===== src/rtl/bcd_pkg.sv =====
// Shared definitions for the sequential binary-to-BCD converter:
// FSM state encoding, seven-segment codes and elaboration-time helpers.
package bcd_pkg;

   typedef enum logic [1:0] {
      IDLE  = 2'd0,
      SHIFT = 2'd1,
      DONE  = 2'd2
   } state_t;

   localparam logic [7:0] SEG_BLANK = 8'hFF;

   // Active-low abcd_efgp codes for digits 0..9 (index 0 is leftmost)
   localparam logic [0:9][7:0] SEG_TABLE = {
      8'b0000_0011,  // 0
      8'b1001_1111,  // 1
      8'b0010_0101,  // 2
      8'b0000_1101,  // 3
      8'b1001_1001,  // 4
      8'b0100_1001,  // 5
      8'b0100_0001,  // 6
      8'b0001_1011,  // 7
      8'b0000_0001,  // 8
      8'b0000_1001   // 9
   };

   // Segment pattern for one BCD digit; non-decimal codes show blank
   function automatic logic [7:0] seg_code(input logic [3:0] d);
      if (d < 4'd10) return SEG_TABLE[d];
      return SEG_BLANK;
   endfunction

   // 10**n, used to check that DIGITS can hold the largest input
   function automatic longint unsigned pow10(input int n);
      longint unsigned p;
      p = 64'd1;
      for (int i = 0; i < n; i++) p = p * 64'd10;
      return p;
   endfunction

   // Largest unsigned value representable in w bits
   function automatic longint unsigned max_bin(input int w);
      return (64'd1 << w) - 64'd1;
   endfunction

endpackage


===== src/rtl/bcd_add3.sv =====
// Double-dabble digit correction: a BCD digit above 4 gets +3 before
// the shift so that doubling carries correctly into the next digit.
// Inputs are 0..9 in normal use, so the result never exceeds 12.
module bcd_add3 (
   input  logic [3:0] din,
   output logic [3:0] dout
);

   assign dout = (din > 4'd4) ? din + 4'd3 : din;

endmodule


===== src/rtl/bin_to_bcd_seq.sv =====
// Sequential binary-to-BCD converter (shift-and-add-3, one bit per clock).
// start is accepted in IDLE or DONE; done pulses for one cycle when the
// result lands in bcd, which then holds until the next conversion ends.
// Optional feature: define BCD_SEG_EN to add the registered seg_7 output
// (active-low abcd_efgp per digit, leading zeros blanked, digit 0 never).
module bin_to_bcd_seq
   import bcd_pkg::*;
#(
   parameter int BIN_W  = 12,
   parameter int DIGITS = 4
) (
   input  logic                  clk,
   input  logic                  reset_p,
   input  logic                  start,
   input  logic [BIN_W-1:0]      bin,
   output logic                  busy,
   output logic                  done,
   output logic [4*DIGITS-1:0]   bcd
`ifdef BCD_SEG_EN
   ,
   output logic [8*DIGITS-1:0]   seg_7
`endif
);

   localparam int CNT_W = $clog2(BIN_W + 1);
   localparam logic [CNT_W-1:0] CNT_LAST = CNT_W'(BIN_W - 1);

   if (BIN_W < 4 || BIN_W > 32) begin : g_bad_width
      $error("bin_to_bcd_seq: BIN_W must be in 4..32");
   end
   if (pow10(DIGITS) <= max_bin(BIN_W)) begin : g_bad_digits
      $error("bin_to_bcd_seq: DIGITS too small for BIN_W");
   end

   state_t               state;
   logic [BIN_W-1:0]     sh;
   logic [4*DIGITS-1:0]  work;
   logic [4*DIGITS-1:0]  work_adj;
   logic [4*DIGITS-1:0]  work_nxt;
   logic [BIN_W-1:0]     sh_nxt;
   logic [CNT_W-1:0]     cnt;

   for (genvar k = 0; k < DIGITS; k++) begin : g_add3
      bcd_add3 u_add3 (
         .din  (work[4*k +: 4]),
         .dout (work_adj[4*k +: 4])
      );
   end

   // {work, sh} shifted left by one after digit correction
   always_comb begin
      work_nxt = {work_adj[4*DIGITS-2:0], sh[BIN_W-1]};
      sh_nxt   = {sh[BIN_W-2:0], 1'b0};
   end

`ifdef BCD_SEG_EN
   logic [8*DIGITS-1:0] seg_nxt;
   logic                lead;

   // Segment decode of the final result with leading-zero blanking
   always_comb begin
      seg_nxt = '1;
      lead    = 1'b1;
      for (int k = DIGITS - 1; k >= 0; k--) begin
         if (lead && (k != 0) && (work_nxt[4*k +: 4] == 4'd0)) begin
            seg_nxt[8*k +: 8] = SEG_BLANK;
         end else begin
            lead              = 1'b0;
            seg_nxt[8*k +: 8] = seg_code(work_nxt[4*k +: 4]);
         end
      end
   end
`endif

   // Control FSM, shift datapath and registered results
   always_ff @(posedge clk or posedge reset_p) begin
      if (reset_p) begin
         state <= IDLE;
         busy  <= 1'b0;
         done  <= 1'b0;
         bcd   <= '0;
         sh    <= '0;
         work  <= '0;
         cnt   <= '0;
`ifdef BCD_SEG_EN
         seg_7 <= {DIGITS{SEG_BLANK}};
`endif
      end else begin
         case (state)
            IDLE, DONE: begin
               done <= 1'b0;
               if (start) begin
                  sh    <= bin;
                  work  <= '0;
                  cnt   <= '0;
                  busy  <= 1'b1;
                  state <= SHIFT;
               end else begin
                  state <= IDLE;
               end
            end
            SHIFT: begin
               sh   <= sh_nxt;
               work <= work_nxt;
               cnt  <= cnt + CNT_W'(1);
               if (cnt == CNT_LAST) begin
                  bcd   <= work_nxt;
`ifdef BCD_SEG_EN
                  seg_7 <= seg_nxt;
`endif
                  busy  <= 1'b0;
                  done  <= 1'b1;
                  state <= DONE;
               end
            end
            default: begin
               busy  <= 1'b0;
               done  <= 1'b0;
               state <= IDLE;
            end
         endcase
      end
   end

endmodule


===== config.mk =====
export PLATFORM = sky130hd
export DESIGN_NAME = bin_to_bcd_seq
export DESIGN_NICKNAME = d
export VERILOG_FILES = /design/src/rtl/bcd_pkg.sv /design/src/rtl/bcd_add3.sv /design/src/rtl/bin_to_bcd_seq.sv
export SDC_FILE = /design/constraint.sdc
export NUM_CORES = 1
export LEC_CHECK = 0
export BUFFER_PORTS_ARGS = -buffer_cell sky130_fd_sc_hd__buf_2
export CORE_AREA = 5 5 72 74
export CTS_CLUSTER_DIAMETER = 120
export DETAILED_ROUTE_END_ITERATION = 6
export DIE_AREA = 0 0 77 79
export PLACE_DENSITY = 0.84
export SETUP_SLACK_MARGIN = 0.02
export SYNTH_ARGS = -nofsm -noshare
export SYNTH_HDL_FRONTEND = slang
export SYNTH_SLANG_ARGS = --single-unit

===== constraint.sdc =====
create_clock -name clk -period 1.8 [get_ports clk]
set_input_delay 0.18 -clock clk [delete_from_list [all_inputs] [get_ports clk]]
set_output_delay 0.18 -clock clk [all_outputs]
set_load 0.005 [all_outputs]

-- Word level (Yosys, flattened, before mapping)
Cells that the tools add are included.
- register bits after elaboration: 52
- magnitude comparators: 4
- add/subtract/negate cells: 5
- equality and inequality tests: 5
- mux-type cells: 18
- reduce and logical (&&, ||, !) cells: 6
- operators by type and width (operator ; count):
    $pmux 16 s2 ; 1
    $pmux 12 s2 ; 1
    $gt 4x3->1 const B ; 4
    $mux 16 ; 1
    $mux 4 ; 4
    $add 4x2->4 const B ; 3
    $mux 12 ; 1
    $pmux 4 s2 ; 1
    $reduce_and 2->1 ; 3
    $mux 1 ; 5
    $add 4x1->4 const B ; 1
    $eq 4x4->1 const B ; 1
    $ne 2x2->1 const B ; 2
    $pmux 2 s2 ; 1
    $add 3x2->3 const B ; 1
    $mux 3 ; 1
    $eq 2x1->1 const B ; 1
    $eq 2x2->1 const B ; 1
    $logic_not 2->1 ; 1
    $mux 2 ; 1
    $pmux 1 s2 ; 1
    $reduce_bool 2->1 ; 1
    $reduce_or 2->1 ; 1

-- Longest topological paths before layout
Gate-level depths: netlist of run 1.
- word-level depth: 4
- mapped depth: 7
- mapped depth without buffers: 6

-- Modules after synthesis
Synthesis of run 1 repeated with hierarchy kept, for this count alone.
- cell total of the unflattened synthesis: 196
- area, all modules: 2447.3 µm²
- modules (own cells, without submodules) (module ; area an instance (µm²) ; cells an instance ; sequential area each (µm²) ; instances):
    bin_to_bcd_seq ; 2031.9 ; 136 ; 1276.2 ; 1
    bcd_add3 ; 103.8 ; 15 ; 0.0 ; 4

-- Worst setup path before layout of run 1
No wires, ideal clock.
- path kind: register to register
- from: register cnt[0]
- to: register bcd[0]
- cell stages (with the launch flop): 6
- data required time: 1675 ps
- path slack: 400 ps
- path buffers: 1
- period minus slack after synthesis: 1400 ps
- data arrival time: 1275 ps
- cells stage by stage: dfrtp_1 -> ha_1 -> nand2_1 -> nor3_4 -> buf_6 -> mux2_2
- word-level cells in the longest chain between the ends: 2
- RTL lines (item ; line ; source):
    start, declared ; bin_to_bcd_seq.sv:41 ; logic [CNT_W-1:0] cnt;
    start signal, assigned ; bin_to_bcd_seq.sv:105 ; cnt <= cnt + CNT_W'(1);
    $eq 4x4->1 ; bin_to_bcd_seq.sv:106 ; if (cnt == CNT_LAST) begin
    $reduce_and 2->1 (no source line) ; -- ;
    end signal, assigned ; bin_to_bcd_seq.sv:107 ; bcd <= work_nxt;
    end, declared ; bin_to_bcd_seq.sv:18 ; output logic [4*DIGITS-1:0] bcd
Every way passes these cells.
A chain may end at the register's enable or synchronous reset.

-- Final worst setup path of run 1
- from: register work[4]
- to: register bcd[7]
- word-level cells in the longest chain between the ends: 2
- elaborated cells on any way between the ends: 3
- classes of those cells: add/sub (1); order compare (1); mux (1)
- RTL lines (item ; line ; source):
    start, declared ; bin_to_bcd_seq.sv:37 ; logic [4*DIGITS-1:0] work;
    start signal, assigned ; bin_to_bcd_seq.sv:104 ; work <= work_nxt;
    $add 4x2->4 / $gt 4x3->1 (equally long branches) ; bcd_add3.sv:9 ; assign dout = (din > 4'd4) ? din + 4'd3 : din;
    $mux 4 * ; bcd_add3.sv:9 ;
Mark *: on every way between the ends. The rest lies on a longest branch, timed or not.

==> results of run 1 <==
-- per-layer routing --
metal / share of wire [%] / vias to the layer above / track usage [%]
met5: 0 / - / 0
met4: 1.7 / 0 / 6.19
met3: 4.3 / 8 / 3.85
met2: 50 / 41 / 26.7
met1: 44 / 808 / 19.1
li1: - / 809 / -
-- logic make-up (layout without fill, tap and decap cells) --
kind of cell    after synthesis  count (layout)
simple gates                 55              55
buf+inv                      22              58
mux                          17              17
compound gates               55              55
xor+xnor                      5               5
flops                        51              51
fa+ha+maj                     9               9
-- cells in the final DEF, fill, tap and decap left out --
| master | instances |
|---|---|
| sky130_fd_sc_hd__a22o_1 | 14 |
| sky130_fd_sc_hd__nor2b_1 | 3 |
| sky130_fd_sc_hd__a21o_1 | 1 |
| sky130_fd_sc_hd__a21oi_1 | 10 |
| sky130_fd_sc_hd__nor3_4 | 1 |
| sky130_fd_sc_hd__clkbuf_8 | 6 |
| sky130_fd_sc_hd__inv_2 | 1 |
| sky130_fd_sc_hd__nor3_1 | 4 |
| sky130_fd_sc_hd__nand3_1 | 1 |
| sky130_fd_sc_hd__dfrtp_1 | 51 |
| sky130_fd_sc_hd__nor2_1 | 8 |
| sky130_fd_sc_hd__ha_1 | 9 |
| sky130_fd_sc_hd__o21ai_0 | 17 |
| sky130_fd_sc_hd__nand2_1 | 29 |
| sky130_fd_sc_hd__buf_2 | 32 |
| sky130_fd_sc_hd__a22oi_1 | 11 |
| sky130_fd_sc_hd__mux2_1 | 1 |
| sky130_fd_sc_hd__mux2_2 | 11 |
| sky130_fd_sc_hd__buf_4 | 3 |
| sky130_fd_sc_hd__a31oi_1 | 1 |
| sky130_fd_sc_hd__nor2_4 | 1 |
| sky130_fd_sc_hd__mux2i_1 | 5 |
| sky130_fd_sc_hd__dlygate4sd3_1 | 1 |
| sky130_fd_sc_hd__nand2b_1 | 4 |
| sky130_fd_sc_hd__inv_1 | 12 |
| sky130_fd_sc_hd__nand2b_4 | 1 |
| sky130_fd_sc_hd__and2b_1 | 1 |
| sky130_fd_sc_hd__xnor2_1 | 5 |
| sky130_fd_sc_hd__bufinv_16 | 1 |
| sky130_fd_sc_hd__and2b_4 | 1 |
| sky130_fd_sc_hd__nand4_1 | 1 |
| sky130_fd_sc_hd__buf_12 | 1 |
| sky130_fd_sc_hd__o21ai_1 | 1 |
| sky130_fd_sc_hd__clkinv_2 | 1 |
-- cells in the mapped netlist (5+ instances only) --
master,instances,area share (%)
sky130_fd_sc_hd__nand2_1,29,4.6
sky130_fd_sc_hd__mux2i_1,5,2.1
sky130_fd_sc_hd__dfrtp_1,51,54
sky130_fd_sc_hd__a21oi_1,10,2.1
sky130_fd_sc_hd__inv_1,13,2.0
sky130_fd_sc_hd__buf_6,5,2.4
sky130_fd_sc_hd__o21ai_0,17,3.6
sky130_fd_sc_hd__a22oi_1,11,3.5
sky130_fd_sc_hd__mux2_2,11,5.2
sky130_fd_sc_hd__ha_1,9,4.7
sky130_fd_sc_hd__nor2_1,8,1.3
sky130_fd_sc_hd__a22o_1,14,5.1
sky130_fd_sc_hd__xnor2_1,5,1.8
-- power breakdown --
| part | internal (mW) | total [mW] | switching, mW | leakage, nW |
|---|---|---|---|---|
| Sequential | 1.67 | 2.04 | 0.375 | 0.638 |
| Clock | 0.450 | 0.822 | 0.372 | 0.0612 |
| Combinational | 0.994 | 2.08 | 1.08 | 0.629 |
| Total | 3.11 | 4.94 | 1.83 | 1.33 |
-- worst min-delay path, cell delays in order --
cell and delay (ps):
sky130_fd_sc_hd__buf_2 70, sky130_fd_sc_hd__a22oi_1 50, sky130_fd_sc_hd__nand2_1 50
-- metrics by stage --
stage	hold WS (ps)	cell area [sq um]	worst slack, ps
final	79.5	2700	219
after floorplan	308	2380	390
after CTS	71.6	2700	216
after detailed placement	281	2570	237
after global placement	282	2570	288
after global routing	64.4	2700	94.8
-- how the worst max path moves through the flow --
stage / startpoint / end / slack, ps
2_1_floorplan: reset_p / bcd[0]$_DFFE_PP0P_ / 390
3_3_place_gp: state[0]$_DFFE_PP0P_ / work[15]$_DFFE_PP0P_ / 290
3_5_place_dp: work[4]$_DFFE_PP0P_ / bcd[7]$_DFFE_PP0P_ / 240
4_1_cts: work[4]$_DFFE_PP0P_ / bcd[7]$_DFFE_PP0P_ / 220
5_1_grt: work[0]$_DFFE_PP0P_ / bcd[3]$_DFFE_PP0P_ / 90
6_report: work[4]$_DFFE_PP0P_ / bcd[7]$_DFFE_PP0P_ / 220
-- state kept, by name, indices dropped and copies added (netlist names) --
name / flops
done: 1
sh: 12
cnt: 4
work: 16
busy: 1
state: 1
bcd: 16
-- layout make-up --
type | count | area (sq um)
fillers | 367 | 1840
well taps | 54 | 67.6
flip-flops and latches | 51 | 1280
multi-input cells | 141 | 973
repair buffers | 37 | 213
clock buffers | 6 | 82.6
clock inverters | 2 | 35.0
inverters | 13 | 48.8
==> results.json, run 1 <==
{
  "fmax_mhz": 633,
  "final_cells": 304,
  "fin_crit_ps": 1580,
  "drt_pre_antenna_iters": 4,
  "synthesis.yosys.warnings": 0,
  "grt_overflow_total": 0,
  "hold_path.startpoint": "bin[1]",
  "dpl.cell_count": 295,
  "reg2regPathDepth": 6,
  "final.setup_skew_ps": 5.43,
  "yosys_register_bits": 51,
  "syn-num-nets": 238,
  "synth_area_in_compound_gates_pct": 15.1,
  "crit_path_end_kind": "register",
  "prevailing_post_synth_register_cell": "sky130_fd_sc_hd__dfrtp_1",
  "worstPathCellList": "inv_1, ha_1, nor2b_1, o21ai_0, o21ai_0, mux2_2",
  "avgRoutedWirePerCell_um": 14.5,
  "floorplan.core_area_sq_um": 4540,
  "hold_end": "sh[1]$_DFFE_PP0P_",
  "area.growth.synth_to_final_pct": 13.1,
  "worst-path-stages": 6,
  "cellPowerDensity_nw_per_um2": 1830,
  "power.ir.vdd_worst_mv": 0.756,
  "tritoncts": "done",
  "post-dp-hpwl_mm": 3.11,
  "post_cts_hold_buffer_count": 1,
  "routed_vias_inst": 5.48,
  "drive_gt1_share_pct": 24.0,
  "globalplace.congestion": 0.795,
  "crit_path_top_delay_cell": "sky130_fd_sc_hd__dfrtp_1",
  "chipHeight_um": 79,
  "period_share_pct": 87.8,
  "post_synth_inst_count": 214,
  "dieWidth_um": 77,
  "totalPowerFinal_mw": 4.94,
  "outcome": "finished clean",
  "timing.critical_path.arrival_ps": 1770,
  "timing_max_transition_violations_final": 0,
  "tritoncts_num_sinks": 51,
  "synth_mux_area_share_pct": 7.76,
  "n_antenna_cell": 0,
  "yosys.cell_types.count": 29,
  "vias_in_the_first_global_route": 1682,
  "seq_area_frac_synth_pct": 53.5,
  "top_level_ports": 33,
  "timing.critical_path.buf_inv": 1,
  "detail_route.iter0.violations": 108,
  "worstSetupPathType": "register to register",
  "number_of_cells_traversed_by_the_worst_hold_path": 3,
  "report.final.setup_viol": 0,
  "synth_top_family_by_area": "compound AO/OA/AOI/OAI gates",
  "final_hold_viol_count": 0,
  "max_slew_margin_pct": 56.9,
  "max-cap-violations": 0,
  "startpoint_type": "register",
  "place.port_buffers": 32,
  "clock_insertion_delay_worst_skew_ps": 300,
  "routed-via-count": 1666,
  "cts-buffers-inserted": 5,
  "timing.hold.worst.class": "input pin to register",
  "fin_tns_setup_ps": 0,
  "unrepaired_setup_endpoints_after_global_routing": "no",
  "synth_fa_ha_area_share_pct": 4.72,
  "synth-edff-count": 0,
  "h_tree_depth": 2,
  "crit-reg2reg-capture": "bcd[7]$_DFFE_PP0P_",
  "global_route_wire_length_before_repair_mm": 7.67,
  "grt_usage_pct": 15.7,
  "xor_xnor_cell_area_share_of_the_yosys_netlist_pct": 1.84,
  "ctsResizeCount": 0,
  "clkSlewWorstSetupHoldPaths_ps": 90,
  "regToRegStartpoint": "work[4]$_DFFE_PP0P_",
  "critical-path-top-cell-by-count": "sky130_fd_sc_hd__o21ai_0",
  "num-nets-final": 273,
  "leakagePower_nw": 1.33,
  "final_core_utilization_pct": 59.4,
  "slowest_delay_ps": 410,
  "grt_start_max_net_pins": 30,
  "cts_max_path_buffers": 2,
  "postSynthAreaPerCell_sq_um": 11.1,
  "residual_drc": 0,
  "worst-endpoint-required_ps": 1990,
  "start_util_pct": 52.6,
  "post_synth_instance_area_sq_um": 2380,
  "critical_path.top_delay_family": "flip-flops",
  "cts_post_setup_buffers_inserted": 0,
  "post_synth_and_or_nand_nor_area_fraction_pct": 11.4,
  "reg2reg_setup_slack_ps": 220,
  "postSynth.asyncResetShare_pct": 100,
  "peak_fanout_along_the_critical_path": 4,
  "drtAntennaViolNets": 0,
  "core.rowCount": 25,
  "die_area_sq_um": 6080,
  "cts_root_buffer": "sky130_fd_sc_hd__clkbuf_8",
  "antenna_found_initial": 0,
  "tightest_slew_ps": 645,
  "route.final.wire_length_mm": 4.40
}
Power figures use the tool's default switching activity.
==> run 2, diff against run 1 <==
--- a/config.mk
+++ b/config.mk
@@ -5,13 +5,15 @@
 export SDC_FILE = /design/constraint.sdc
 export NUM_CORES = 1
 export LEC_CHECK = 0
+export ABC_AREA = 1
 export BUFFER_PORTS_ARGS = -buffer_cell sky130_fd_sc_hd__buf_2
-export CORE_AREA = 5 5 72 74
+export CORE_AREA = 5 5 75 77
 export CTS_CLUSTER_DIAMETER = 120
 export DETAILED_ROUTE_END_ITERATION = 6
-export DIE_AREA = 0 0 77 79
-export PLACE_DENSITY = 0.84
+export DIE_AREA = 0 0 80 82
+export PLACE_DENSITY = 0.85
 export SETUP_SLACK_MARGIN = 0.02
 export SYNTH_ARGS = -nofsm -noshare
 export SYNTH_HDL_FRONTEND = slang
+export SYNTH_HIERARCHICAL = 1
 export SYNTH_SLANG_ARGS = --single-unit
==> results.json, run 2 <==
{
  "start_util_pct": 54.2,
  "final.fill_count": 443,
  "timing.critical_path.buf_inv": 0,
  "route.met2.wl_mm": 2.50,
  "critical_path.top_delay_family": "simple AND/OR/NAND/NOR gates",
  "peak_fanout_along_the_critical_path": 17,
  "final_cells": 481,
  "max-cap-violations": 0,
  "totalPowerFinal_mw": 5.09,
  "crit_path_top_delay_cell": "sky130_fd_sc_hd__dfrtp_1",
  "die_area_sq_um": 6560,
  "grt_overflow_total": 0,
  "cts_max_path_buffers": 2,
  "final_core_utilization_pct": 60.9,
  "routed_vias_inst": 4.76,
  "highest-signal-layer": "met4",
  "grt_start_max_net_pins": 52,
  "h_tree_depth": 2,
  "n_antenna_cell": 0,
  "chipHeight_um": 82,
  "startpoint_type": "register",
  "worstSetupStartpoint": "cnt[0]$_DFFE_PP0P_",
  "globalplace.congestion": 0.821,
  "multi_input_comb_area_sq_um": 1150,
  "drtAntennaViolNets": 0,
  "avgRoutedWirePerCell_um": 10.6,
  "top_level_ports": 33,
  "report.final.setup_viol": 0,
  "period_share_pct": 78.6,
  "layout_commonest_cell": "sky130_fd_sc_hd__nand2_1",
  "vias_in_the_first_global_route": 2203,
  "placement.cell_area_sq_um": 2920,
  "leakagePower_nw": 1.85,
  "timing.hold.worst.class": "input pin to register",
  "fin_crit_ps": 1410,
  "antenna_found_initial": 0,
  "dpl.cell_count": 472,
  "synthesis.yosys.warnings": 6,
  "drive_gt1_share_pct": 13.4,
  "met3_length_um": 226,
  "tritoncts": "done",
  "slowest_delay_ps": 410,
  "dieWidth_um": 80,
  "outcome": "finished clean",
  "power.ir.vdd_worst_mv": 0.789,
  "unrepaired_setup_endpoints_after_global_routing": "no",
  "core.rowCount": 26,
  "seqCellArea_sq_um": 1280,
  "num-nets-final": 434,
  "syn-num-nets": 398,
  "max_slew_margin_pct": 76.6,
  "hold_path.startpoint": "bin[0]",
  "floorplan.core_area_sq_um": 4940,
  "registers_with_the_most_flip_flops": "bcd x16, work x16, sh x12",
  "routed-via-count": 2289,
  "fin_tns_setup_ps": 0,
  "crit_path_end_kind": "register",
  "post_synth_inst_count": 374,
  "cts-buffers-inserted": 5,
  "tritoncts_num_sinks": 51,
  "fin_ws_ps": 385,
  "post-dp-hpwl_mm": 3.67,
  "critical-path-top-cell-by-count": "sky130_fd_sc_hd__nand2_1",
  "postSynthAreaPerCell_sq_um": 7.17,
  "final_hold_viol_count": 0,
  "worst_hold_slack_ps": 73.4,
  "worstSetupPathType": "register to register",
  "regToRegStartpoint": "cnt[0]$_DFFE_PP0P_",
  "clkSlewWorstSetupHoldPaths_ps": 90,
  "detail_route.iter0.violations": 60,
  "clock_insertion_delay_worst_skew_ps": 300,
  "commonest_cells_after_routing_fill_and_taps_aside": "sky130_fd_sc_hd__nand2_1 (202), sky130_fd_sc_hd__dfrtp_1 (51), sky130_fd_sc_hd__inv_1 (46)",
  "worst-endpoint-required_ps": 1990,
  "cts_root_buffer": "sky130_fd_sc_hd__clkbuf_8",
  "route.final.wire_length_mm": 5.09,
  "final.setup_skew_ps": 10.2,
  "cellPowerDensity_nw_per_um2": 1690,
  "residual_drc": 0,
  "reg2reg_setup_slack_ps": 390,
  "place.port_buffers": 32,
  "drt_pre_antenna_iters": 5,
  "global_route_wire_length_before_repair_mm": 9.36,
  "area.growth.synth_to_final_pct": 12.3,
  "final_cell_area_sq_um": 3010,
  "tightest_slew_ps": 350,
  "timing_max_transition_violations_final": 0,
  "met1_wl_mm": 2.30,
  "worstPathCellList": "ha_1, nand2_2, nor2_4, nand2_4, nand2_1, nand2_1",
  "grt_usage_pct": 17.9,
  "dpl_worst_slack_ps": 391,
  "timing.critical_path.arrival_ps": 1600,
  "fmax_mhz": 707,
  "post_synth_instance_area_sq_um": 2680
}
==> run 2: worst register-to-register path, cell delays in order, from the launching register on <==
cell and delay (ps):
sky130_fd_sc_hd__dfrtp_1 410, sky130_fd_sc_hd__ha_1 230, sky130_fd_sc_hd__nand2_2 80, sky130_fd_sc_hd__nor2_4 230
sky130_fd_sc_hd__nand2_4 190, sky130_fd_sc_hd__nand2_1 110, sky130_fd_sc_hd__nand2_1 50
==> run 2: where the power goes <==
part / leakage (nW) / internal (mW) / switching (mW) / total (mW)
Sequential: 0.648 / 1.64 / 0.362 / 2.01
Clock: 0.0422 / 0.274 / 0.357 / 0.631
Combinational: 1.15 / 0.904 / 1.55 / 2.45
Total: 1.85 / 2.82 / 2.27 / 5.09
==> run 2: layer usage <==
layer / GRT usage [%] / vias up
li1: - / 1191
met1: 21.1 / 1057
met2: 32.5 / 35
met3: 4.06 / 6
met4: 5.24 / 0
met5: 0 / -
==> run 2: final timing paths <==
check	endpoint	cells past startpoint
min in group asynchronous	sh[0]$_DFFE_PP0P_	4
max in group asynchronous	bcd[0]$_DFFE_PP0P_	4
worst max register to register	bcd[1]$_DFFE_PP0P_	6
worst min register to register	bcd[2]$_DFFE_PP0P_	2
worst min-delay path	sh[0]$_DFFE_PP0P_	3
worst max-delay path	bcd[1]$_DFFE_PP0P_	6
==> run 2: timing repair <==
item / 4_1_cts / 5_1_grt
endpoints found under the hold margin: 51 / 0
setup buffers: 0 / 0
gates resized for setup: 0 / 0
hold buffers: 1 / 0
==> run 2: cell type report <==
cell class | count | area share (%)
timing repair buffer | 40 | 7.81
clock inverter | 1 | 0.166
multi-input combinational | 264 | 38.2
inverter | 48 | 5.99
sequential | 51 | 42.4
clock buffer | 7 | 2.54
tap | 70 | 2.91
